$ cat src/rtl/seq_pkg.sv
// Shared definitions for the pulse sequencer: row command encodings, row field
// positions, FSM states and the octave-5 note table.
package seq_pkg;

    localparam int CMD_HI  = 7;
    localparam int CMD_LO  = 6;
    localparam int NOTE_HI = 5;
    localparam int NOTE_LO = 0;
    localparam int NOTE_W  = NOTE_HI - NOTE_LO + 1;
    localparam int TABLE_W = 13;

    typedef enum logic [1:0] {
        CMD_REST = 2'b00,
        CMD_NOTE = 2'b01,
        CMD_HOLD = 2'b10,
        CMD_END  = 2'b11
    } cmd_t;

    typedef enum logic [1:0] {
        ST_FETCH,
        ST_DECODE,
        ST_CONVERT,
        ST_READY
    } seq_state_t;

    // Octave-5 phase increments at 48 kHz for an 18-bit accumulator.
    function automatic logic [TABLE_W-1:0] note_table(input logic [3:0] semi);
        logic [TABLE_W-1:0] v;
        case (semi)
            4'd0:    v = 13'd2858;
            4'd1:    v = 13'd3028;
            4'd2:    v = 13'd3208;
            4'd3:    v = 13'd3398;
            4'd4:    v = 13'd3600;
            4'd5:    v = 13'd3815;
            4'd6:    v = 13'd4041;
            4'd7:    v = 13'd4282;
            4'd8:    v = 13'd4536;
            4'd9:    v = 13'd4806;
            4'd10:   v = 13'd5092;
            4'd11:   v = 13'd5395;
            default: v = '0;
        endcase
        return v;
    endfunction

endpackage

$ cat src/rtl/pulse_sequencer_note_to_phase.sv
// Note number to phase increment: iterative divide by 12, table lookup, then a
// right shift by the distance from octave 5.
module note_to_phase
    import seq_pkg::*;
#(
    parameter int PHASE_BITS = 18
) (
    input  logic                  clk,
    input  logic                  rst_n,
    input  logic                  start,
    input  logic [NOTE_W-1:0]     note,
    output logic                  done,
    output logic [PHASE_BITS-1:0] phase
);

    // Handshake: start is a one-cycle request that is only issued while idle;
    // done is a one-cycle pulse and phase holds its value until the next start.
    logic              busy;
    logic [NOTE_W-1:0] rem;
    logic [2:0]        oct;
    logic [NOTE_W-1:0] rem_nxt;
    logic [2:0]        oct_nxt;
    logic [PHASE_BITS-1:0] tbl_ext;

    always_comb begin
        rem_nxt = rem;
        oct_nxt = oct;
        if (rem >= NOTE_W'(12)) begin
            rem_nxt = rem - NOTE_W'(12);
            oct_nxt = oct + 3'd1;
        end
    end

    // Finishing on the step whose result drops below 12 keeps notes 60..63 at
    // five subtract cycles.
    assign tbl_ext = PHASE_BITS'(note_table(rem_nxt[3:0]));

    always_ff @(posedge clk or negedge rst_n) begin
        if (!rst_n) begin
            busy  <= 1'b0;
            done  <= 1'b0;
            phase <= '0;
            rem   <= '0;
            oct   <= '0;
        end else begin
            done <= 1'b0;
            if (start) begin
                rem  <= note;
                oct  <= '0;
                busy <= 1'b1;
            end else if (busy) begin
                rem <= rem_nxt;
                oct <= oct_nxt;
                if (rem_nxt < NOTE_W'(12)) begin
                    busy  <= 1'b0;
                    done  <= 1'b1;
                    phase <= tbl_ext >> (3'd5 - oct_nxt);
                end
            end
        end
    end

endmodule

$ cat src/rtl/pulse_sequencer.sv
// Row sequencer for one pulse channel: prefetches a row command from the pattern
// ROM, converts notes to phase increments and applies the row on song_clk.
module pulse_sequencer
    import seq_pkg::*;
#(
    parameter int PHASE_BITS    = 18,
    parameter int ADDR_BITS     = 6,
    parameter int TICKS_PER_ROW = 6
) (
    input  logic                  clk,
    input  logic                  rst_n,
    input  logic                  play,
    input  logic                  tick_clk,
    output logic [ADDR_BITS-1:0]  rom_addr,
    input  logic [7:0]            rom_data,
    output logic                  song_clk,
    output logic                  note_trigger,
    output logic                  note_on,
    output logic [PHASE_BITS-1:0] phase_inc,
    output logic                  underrun
);

    localparam logic [7:0] TICK_RELOAD = 8'(TICKS_PER_ROW - 1);

    seq_state_t            state;
    logic [7:0]            tick_cnt;
    logic                  buf_valid;
    cmd_t                  buf_cmd;
    logic [PHASE_BITS-1:0] buf_phase;
    cmd_t                  row_cmd;
    cmd_t                  dec_cmd;
    logic                  row_tick;
    logic                  conv_start;
    logic                  conv_done;
    logic [PHASE_BITS-1:0] conv_phase;

    assign row_cmd      = cmd_t'(rom_data[CMD_HI:CMD_LO]);
    assign row_tick     = tick_clk & play;
    assign song_clk     = row_tick & (tick_cnt == 8'd0);
    assign note_trigger = song_clk & buf_valid & (buf_cmd == CMD_NOTE);
    assign conv_start   = (state == ST_DECODE) && (dec_cmd == CMD_NOTE);

    // An END sitting at address 0 would loop forever; it plays as a rest.
    always_comb begin
        dec_cmd = row_cmd;
        if (row_cmd == CMD_END && rom_addr == '0)
            dec_cmd = CMD_REST;
    end

    note_to_phase #(
        .PHASE_BITS(PHASE_BITS)
    ) u_conv (
        .clk  (clk),
        .rst_n(rst_n),
        .start(conv_start),
        .note (rom_data[NOTE_HI:NOTE_LO]),
        .done (conv_done),
        .phase(conv_phase)
    );

    always_ff @(posedge clk or negedge rst_n) begin
        if (!rst_n) begin
            state     <= ST_FETCH;
            rom_addr  <= '0;
            tick_cnt  <= '0;
            buf_valid <= 1'b0;
            buf_cmd   <= CMD_REST;
            buf_phase <= '0;
            note_on   <= 1'b0;
            phase_inc <= '0;
            underrun  <= 1'b0;
        end else begin
            if (row_tick)
                tick_cnt <= (tick_cnt == 8'd0) ? TICK_RELOAD : tick_cnt - 8'd1;
            if (!play)
                note_on <= 1'b0;

            unique case (state)
                ST_FETCH: state <= ST_DECODE;
                ST_DECODE: begin
                    unique case (dec_cmd)
                        CMD_NOTE: begin
                            buf_cmd <= CMD_NOTE;
                            state   <= ST_CONVERT;
                        end
                        CMD_END: begin
                            rom_addr <= '0;
                            state    <= ST_FETCH;
                        end
                        default: begin
                            buf_cmd   <= dec_cmd;
                            buf_valid <= 1'b1;
                            rom_addr  <= rom_addr + ADDR_BITS'(1);
                            state     <= ST_READY;
                        end
                    endcase
                end
                ST_CONVERT: begin
                    if (conv_done) begin
                        buf_phase <= conv_phase;
                        buf_valid <= 1'b1;
                        rom_addr  <= rom_addr + ADDR_BITS'(1);
                        state     <= ST_READY;
                    end
                end
                ST_READY: ;
            endcase

            // buf_valid implies ST_READY, so this never collides with the prefetch.
            if (song_clk) begin
                if (buf_valid) begin
                    if (buf_cmd == CMD_NOTE) begin
                        note_on   <= 1'b1;
                        phase_inc <= buf_phase;
                    end else if (buf_cmd == CMD_REST) begin
                        note_on <= 1'b0;
                    end
                    buf_valid <= 1'b0;
                    state     <= ST_FETCH;
                end else begin
                    underrun <= 1'b1;
                end
            end
        end
    end

endmodule

$ cat config.mk
export PLATFORM = sky130hd
export DESIGN_NAME = pulse_sequencer
export DESIGN_NICKNAME = d
export VERILOG_FILES = /design/src/rtl/seq_pkg.sv /design/src/rtl/pulse_sequencer_note_to_phase.sv /design/src/rtl/pulse_sequencer.sv
export SDC_FILE = /design/constraint.sdc
export NUM_CORES = 1
export LEC_CHECK = 0
export CAP_MARGIN = 5
export CORE_MARGIN = 2
export CORE_UTILIZATION = 58
export DETAILED_ROUTE_END_ITERATION = 16
export PLACE_DENSITY = 0.83
export SYNTH_ARGS = -nofsm -noshare
export SYNTH_HDL_FRONTEND = slang
export SYNTH_SLANG_ARGS = --single-unit
export TNS_END_PERCENT = 50
$ cat constraint.sdc
create_clock -name clk -period 3.2 [get_ports clk]
set_input_delay 0.64 -clock clk [delete_from_list [all_inputs] [get_ports clk]]
set_output_delay 0.64 -clock clk [all_outputs]
set_load 0.02 [all_outputs]
**Yosys cells after proc, flatten, opt, wreduce, memory -nomap -nowiden**

Memories as Yosys holds them, arrays and structs flattened.
Cells that the tools add are included.

- Bits in read-only memories: 208
- Memories: 1
- Bits of input ports: 12
- Logic and storage cells: 86
- Register bits after elaboration: 86

- Reduce and logical (&&, ||, !) cells: 15
- Eq/ne operators: 8
- Mux-type cells: 33
- Add/sub/neg operators: 5
- Bitwise gates (word level): 7
- Shift-type cells: 1
- Order comparisons: 2

Memory list:

| name | depth | bits a word | read ports | clocked after Yosys merged registers in | wr ports | line | RTL |
|---|---|---|---|---|---|---|---|
| (no name shown) | 16 | 13 | 1 | 0 | 0 | seq_pkg.sv:29 | `case (semi)` |

Operators with widths:

| cell | count |
|---|---|
| $mux W6 | 4 |
| $pmux W6 S2 | 2 |
| $shr A13 B3 Y18 | 1 |
| $mux W1 | 15 |
| $mux W3 | 3 |
| $reduce_and A3 Y1 | 3 |
| $logic_not A8 Y1 | 1 |
| $mux W2 | 4 |
| $mux W8 | 1 |
| $pmux W2 S2 | 2 |
| $sub A8 B1 Y8 const B | 1 |
| $add A6 B1 Y6 const B | 1 |
| $eq A2 B1 Y1 const B | 3 |
| $eq A2 B2 Y1 const B | 3 |
| $ge A6 B4 Y1 const B | 1 |
| $logic_not A6 Y1 | 1 |
| $lt A6 B4 Y1 const B | 1 |
| $pmux W2 S3 | 1 |
| $reduce_and A2 Y1 | 3 |
| $sub A6 B4 Y6 const B | 1 |
| $and A1 B1 Y1 | 4 |
| $logic_not A2 Y1 | 2 |
| $reduce_bool A2 Y1 | 2 |
| $add A3 B1 Y3 const B | 1 |
| 7 further kinds | 10 |

**Logic depth before layout (Yosys ltp)**

Gate-level depths: netlist of the first run.

- Word-level depth: 9
- Mapped depth: 10
- Depth with buffers taken out: 8

**Modules after synthesis**

A second synthesis of the first run with hierarchy kept.

- Cell total of the unflattened synthesis: 545
- Area total of the unflattened synthesis: 5,317.6 um2

By module, submodules not included:

| module | cells each | seq. area each (um2) | area each (um2) | times used |
|---|---|---|---|---|
| note_to_phase | 353 | 600.6 | 2,725.1 | 1 |
| pulse_sequencer | 192 | 1,426.4 | 2,592.5 | 1 |

**Worst setup path after synthesis of the first run**

No wires, ideal clock.

- Path type: input -> output
- From: in tick_clk
- To: out note_trigger
- Setup slack: 0.162 ns
- Cell stages on the path: 6
- Required time: 2.560 ns
- Arrival time: 2.398 ns
- Buffers on the path: 1
- Path through: nand2_1 nor4_1 and2_1 nand3b_2 buf_2 inv_1

- Word-level cells in the longest chain between the ends: 4

Ends and longest elaborated chain:

| element | line | RTL |
|---|---|---|
| start, declared | pulse_sequencer.sv:13 | `input logic tick_clk,` |
| $and A1 B1 Y1 | pulse_sequencer.sv:38 | `assign row_tick = tick_clk & play;` |
| $and A1 B1 Y1 | pulse_sequencer.sv:39 | `assign song_clk = row_tick & (tick_cnt == 8'd0);` |
| named net song_clk | pulse_sequencer.sv:16 | `output logic song_clk,` |
| $and A1 B1 Y1 (2 in a row) | pulse_sequencer.sv:40 | `assign note_trigger = song_clk & buf_valid & (buf_cmd == CMD_NOTE);` |
| end, declared | pulse_sequencer.sv:17 | `output logic note_trigger,` |

The timed path passes the listed nets, and every way through them passes these cells.

**Worst setup path after layout of the first run**

- From: in play
- To: out song_clk

- Word-level cells in the longest chain between the ends: 2

Ends and longest elaborated chain:

| element | line | RTL |
|---|---|---|
| start, declared | pulse_sequencer.sv:12 | `input logic play,` |
| $and A1 B1 Y1 | pulse_sequencer.sv:38 |  |
| $and A1 B1 Y1 | pulse_sequencer.sv:39 |  |
| end, declared | pulse_sequencer.sv:16 |  |

No other way between the ends.

==> results of run 1 <==
[metrics by stage]
stage | area [µm²] | util (%) | total power, mW
finish | 5160 | 70.4 | 1.91
global route | 5160 | 70.4 | 1.98
CTS | 5150 | 70.3 | 1.91
detailed placement | 4940 | 67.4 | 1.14
global placement | 4940 | 67.4 | 1.13
floorplan | 4470 | - | 1.08
[cell type report]
class	instances	area (µm²)	share of cell area, %
multi-input cells	362	2460	47.7
flip-flops and latches	71	1780	34.4
repair buffers	56	515	9.99
clock buffers	9	124	2.40
well taps	99	124	2.40
clock inverters	6	86.3	1.67
inverters	20	75.1	1.45
[layer usage]
layer  GRT usage [%]  part of all wire, %  vias up  routed length, µm
li1                -                    -     1827                  -
met1            35.3                   45     1874               4690
met2            41.2                   48      136               5010
met3            3.53                  5.5       11                568
met4            9.34                  1.2        0                127
met5               0                    0        -                  0
[kinds of logic (layout without fill, tap and decap cells)]
kind of cell               count (synthesis)  in the layout  synth area share (%)
AOI/OAI and AO/OA                        133            133                  21.3
xor gates and xnor gates                  15             15                  2.95
adders and majority gates                 14             14                  3.93
buffers and inverters                     56             91                  5.39
DFF                                       71             71                  39.9
muxes                                     35             35                  8.93
other                                      1              5                0.0841
and+or+nand+nor                          160            160                  17.6
[cells in the mapped netlist, types with 2 or more instances]
cell type / n
dfrtp_1: 71
nand3b_1: 4
nor3b_1: 3
and3_1: 2
nand2_1: 57
nor2_1: 35
clkinv_1: 3
nor3_1: 9
o211ai_1: 11
a221oi_1: 5
a211oi_1: 12
xnor2_1: 9
o32ai_1: 3
a311oi_1: 3
o31ai_1: 8
xor2_1: 6
or4_1: 2
buf_4: 5
or2_2: 4
a31oi_1: 7
nand3_1: 11
o221ai_1: 3
a41oi_1: 3
inv_1: 17
a21oi_1: 16
o22ai_1: 8
buf_1: 2
a22oi_1: 2
nand4_1: 2
nand2b_1: 11
ha_1: 14
o311ai_0: 3
o21ai_0: 29
buf_2: 8
nor4_1: 6
nor2b_1: 4
mux2_2: 28
and2_1: 5
clkbuf_1: 20
a21o_1: 5
mux2i_1: 6
[state kept, by name (all words and copies together) (netlist names), 2 cells and up]
name          flops
u_conv.rem        6
buf_phase        13
tick_cnt          8
u_conv.oct        3
phase_inc        13
rom_addr          6
u_conv.phase     13
state             2
buf_cmd           2
[worst paths after layout]
check | from | cells after the start | end | slack, ns
hold / removal | rst_n | 1 | tick_cnt[1]$_DFFE_PN0P_ | 0.33
max in group asynchronous | rst_n | 2 | phase_inc[11]$_DFFE_PN0P_ | 2.20
setup reg to reg | u_conv.rem[2]$_DFFE_PN0N_ | 7 | u_conv.phase[6]$_DFFE_PN0P_ | 0.37
hold reg to reg | u_conv.phase[11]$_DFFE_PN0P_ | 2 | u_conv.phase[11]$_DFFE_PN0P_ | 0.48
min in group clk | u_conv.phase[11]$_DFFE_PN0P_ | 2 | u_conv.phase[11]$_DFFE_PN0P_ | 0.48
setup / recovery | play | 5 | song_clk | 0.28
[power breakdown]
group / switching (mW) / internal, mW
registers: 0.0365 / 0.937
logic: 0.0828 / 0.0671
clock network: 0.352 / 0.433
[worst max-delay path, stage by stage]
cell and delay, ns:
clkdlybuf4s50_1 0.50, nand2_1 0.10, nor4_2 0.26, buf_4 0.18, clkdlybuf4s50_1 0.60
[timing repair]
item / CTS / global route
gates resized for setup: 0 / 2
setup buffers: 0 / 0
setup endpoints to repair: 0 / 1
==> results.json, run 1 <==
{
  "async_flop_share_pct": 100,
  "die_x_um": 91.7,
  "setup_viol_count_final": 0,
  "rows": 31,
  "place_ws_ns": 0.0337,
  "die-area_mm2": 0.00840,
  "worstSetupPathType": "primary input to output port",
  "cp_max_fo": 4,
  "hold_path_class": "primary input to async pin",
  "syn_inst": 485,
  "fmax_ghz": 0.342,
  "core_mm2": 0.00733,
  "crit_required_ns": 2.56,
  "drt_first_pass_iters": 5,
  "dp_hpwl_um": 7320,
  "yosys_warnings": 0,
  "avgSynthCellArea_um2": 9.19,
  "status": "finished clean",
  "hold_viol": 0,
  "mostFrequentLayoutCells": "dfrtp_1, nand2_1, nor2_1, clkdlybuf4s50_1, o21ai_0",
  "rsz0062_at_grt": "no",
  "wl_per_cell_um": 16.7,
  "ys_ff_latch": 71,
  "netlist.top_cell.by_area": "dfrtp_1",
  "report.final.slew_viol_count": 0,
  "initial_core_util_pct": 60.8,
  "p_leak_nw": 2.29,
  "areaGrowthSynthToFinish_pct": 15.8,
  "cts_root_buf": "clkbuf_8",
  "ys_top_cells_by_area": "dfrtp_1, mux2_2, nand2_1",
  "startpoint_type": "primary input",
  "slew_headroom_pct": 53.1,
  "gp_congestion": 0.930,
  "grt_max_degree": 43,
  "n_fill_cell": 552,
  "end_kind": "output port",
  "synth_cell_types": 64,
  "fin_crit_ns": 2.92,
  "worst_ir_drop_vdd_uv": 200,
  "grt.total_usage_pct": 25.6,
  "synth_area_mm2": 0.00446,
  "drive_above_1_share_pct": 15.3,
  "layout_commonest_cell": "dfrtp_1",
  "cap_violations": 0,
  "yosysTopAreaCellShare_pct": 39.9,
  "crit_arrival_ns": 2.28,
  "clk_pin_slew_ns": 0.08,
  "vias": 3848,
  "synth_edf_count": 0,
  "instances_no_fill": 623,
  "drc": 0,
  "worst_slack_ns": 0.279,
  "ys.flop_type": "dfrtp_1",
  "antenna_found_initial": 0,
  "cts_buffers": 9,
  "dp.cells": 608,
  "p_per_area_mw_per_mm2": 370,
  "cts.sinks": 71,
  "post-route-period-util_pct": 91.3,
  "worstMarginPinSlew_ns": 0.703,
  "tns_ns": 0,
  "ioPinCount": 40,
  "cts_tree": "yes",
  "clock_skew_ns": 0.0150,
  "hold_ws_ns": 0.328,
  "antenna_cells": 0,
  "die_h_um": 91.7,
  "grt_overflow": 0,
  "port_buffers": 34,
  "cts_htree_levels": 3,
  "cts_hold_buf": 0,
  "grt_pass1_vias": 3630,
  "clk_latency_ns": 0.35,
  "via_per_inst": 6.18,
  "ys_seq_area_share_pct": 39.9,
  "clk_path_buf_depth": 2,
  "ant_nets": 0,
  "drtIter0Drc": 279,
  "wl_um": 10400,
  "grt_first_pass_wirelength_um": 17300,
  "final_nets": 546
}
(Power assumes the default switching activity.)
==> run 2: changes to the inputs <==
Settings changed: TNS_END_PERCENT 50 to default.
==> results of run 2 <==
Same layout as run 1: the final DEF is identical, and so are final timing and power.
==> run 3: changes to the inputs <==
Settings changed: PLACE_DENSITY 0.83 to 0.86.
==> results.json, run 3 (same netlist as run 1, synthesis figures left out) <==
{
  "worst-path-stages": 5,
  "drt_first_pass_iters": 4,
  "clock_skew_ns": 0.0124,
  "worstSetupPathType": "primary input to output port",
  "grt_pass1_vias": 3587,
  "multi_input_area_mm2": 0.00246,
  "dpl_cell_area_mm2": 0.00493,
  "critPathTopFamily": "buffers and inverters",
  "postCtsSetupBuffers": 0,
  "path_buf_inv": 3,
  "cpPeakStageDelay_ns": 0.60,
  "p_per_area_mw_per_mm2": 362,
  "hold_viol": 0,
  "drtIter0Drc": 323,
  "clockPowerShare_pct": 39.1,
  "rsz0062_at_grt": "no",
  "design_area_mm2": 0.00513,
  "setup_viol_count_final": 0,
  "crit_chain": "clkdlybuf4s50_1 > nand2_1 > nor4_2 > buf_4 > clkdlybuf4s50_1",
  "cts.sinks": 71,
  "r2r_cells": 8,
  "worst_ir_drop_vdd_uv": 244,
  "slew_headroom_pct": 54.9,
  "reg2reg_from": "u_conv.rem[1]$_DFFE_PN0P_",
  "power_frac_seq_pct": 52.7,
  "port_buffers": 34,
  "initial_core_util_pct": 60.8,
  "ant_nets": 0,
  "fmax_ghz": 0.340,
  "cp_slowest_cell": "clkdlybuf4s50_1",
  "cp_max_fo": 4,
  "cts_tree": "yes",
  "p_int_mw": 1.38,
  "n_fill_cell": 563,
  "startpoint_type": "primary input",
  "cts_buffers": 9,
  "grt_first_pass_wirelength_um": 17600,
  "switching_share_pct": 25.5,
  "reg2reg_to": "u_conv.phase[0]$_DFFE_PN0P_",
  "wl_um": 10600,
  "die_x_um": 91.7,
  "cpMostUsedCell": "clkdlybuf4s50_1",
  "report.final.slew_viol_count": 0,
  "fin_crit_ns": 2.94,
  "clk_path_buf_depth": 2,
  "rows": 31,
  "status": "finished clean",
  "dp_hpwl_um": 7270,
  "areaGrowthSynthToFinish_pct": 15.2,
  "cts_hold_buf": 0,
  "cts_htree_levels": 3,
  "layout_commonest_cell": "dfrtp_1",
  "post-route-period-util_pct": 91.9,
  "tns_ns": 0,
  "drc": 0,
  "p_sw_uw": 474,
  "final_nets": 544,
  "largestRegisters": "buf_phase (13), phase_inc (13), u_conv.phase (13)",
  "grt_overflow": 0,
  "worstMarginPinSlew_ns": 0.660,
  "clk_latency_ns": 0.35,
  "hold_path_class": "primary input to async pin",
  "crit_required_ns": 2.56,
  "clk_pin_slew_ns": 0.08,
  "grt_max_degree": 72,
  "antenna_cells": 0,
  "vias": 3879,
  "via_per_inst": 6.25,
  "crit_arrival_ns": 2.30,
  "antenna_found_initial": 0,
  "p_leak_nw": 2.28,
  "cts_root_buf": "clkbuf_8",
  "wl_per_cell_um": 17.0,
  "die_h_um": 91.7,
  "core_mm2": 0.00733,
  "seqCellArea_mm2": 0.00178,
  "mostFrequentLayoutCells": "dfrtp_1, nand2_1, nor2_1, clkdlybuf4s50_1, o21ai_0",
  "cap_violations": 0,
  "r2r_slack_ns": 0.39,
  "end_kind": "output port",
  "grt.total_usage_pct": 26.2,
  "drive_above_1_share_pct": 14.9,
  "die-area_mm2": 0.00840,
  "ioPinCount": 40,
  "gp_congestion": 0.919,
  "comb_power_share_pct": 8.3,
  "cts-resized-gates": 0
}
[run 3: power by group through the flow]
stage | logic [mW] | registers, mW | clock network [mW]
after detailed placement | 0.154 | 0.993 | 0
after global placement | 0.144 | 0.989 | 0
after floorplan | 0.0856 | 0.990 | 0
after global routing | 0.174 | 0.983 | 0.772
after CTS | 0.154 | 0.975 | 0.732
final | 0.154 | 0.979 | 0.726
[run 3: stage by stage]
stage / util [%] / hold slack [ns] / total power, mW / setup slack (ns) / std cells
floorplan: - / 0.344 / 1.08 / 0.162 / 489
global placement: 67.2 / 0.455 / 1.13 / 0.104 / 606
detailed placement: 67.2 / 0.457 / 1.15 / 0.0588 / 606
CTS: 69.9 / 0.313 / 1.86 / 0.0490 / 621
global route: 70.0 / 0.335 / 1.93 / 0.0640 / 621
finish: 70.0 / 0.299 / 1.86 / 0.260 / 621
[run 3: worst max path at each step]
stage                              start                     endpoint  slack [ns]
2_1_floorplan                   tick_clk                 note_trigger        0.16
3_3_place_gp                        play                 note_trigger        0.10
3_5_place_dp                        play                 note_trigger        0.06
4_1_cts                             play                 note_trigger        0.05
5_1_grt        u_conv.rem[1]$_DFFE_PN0P_  u_conv.phase[0]$_DFFE_PN0P_        0.06
6_report                            play                     song_clk        0.26
[run 3: per-layer routing]
| layer | wire, µm | GRT usage (%) | part of all wire [%] |
|---|---|---|---|
| met5 | 0 | 0 | 0 |
| met4 | 102 | 6.06 | 0.96 |
| met3 | 766 | 5.09 | 7.2 |
| met2 | 5050 | 43.3 | 48 |
| met1 | 4660 | 35.9 | 44 |
[run 3: final cells by class]
cell class	instances	area share (%)
clock buffer	10	2.68
clock inverter	5	1.12
inverter	20	1.46
multi-input combinational	362	48.0
sequential	71	34.6
tap	99	2.41
timing repair buffer	54	9.75
[run 3: worst register-to-register path: cells and delay by family (launching register included)]
family	cells	cell delay, ns
fa+ha+maj	1	0.50
flops	1	0.56
compound gates	5	1.35
buf+inv	2	0.32
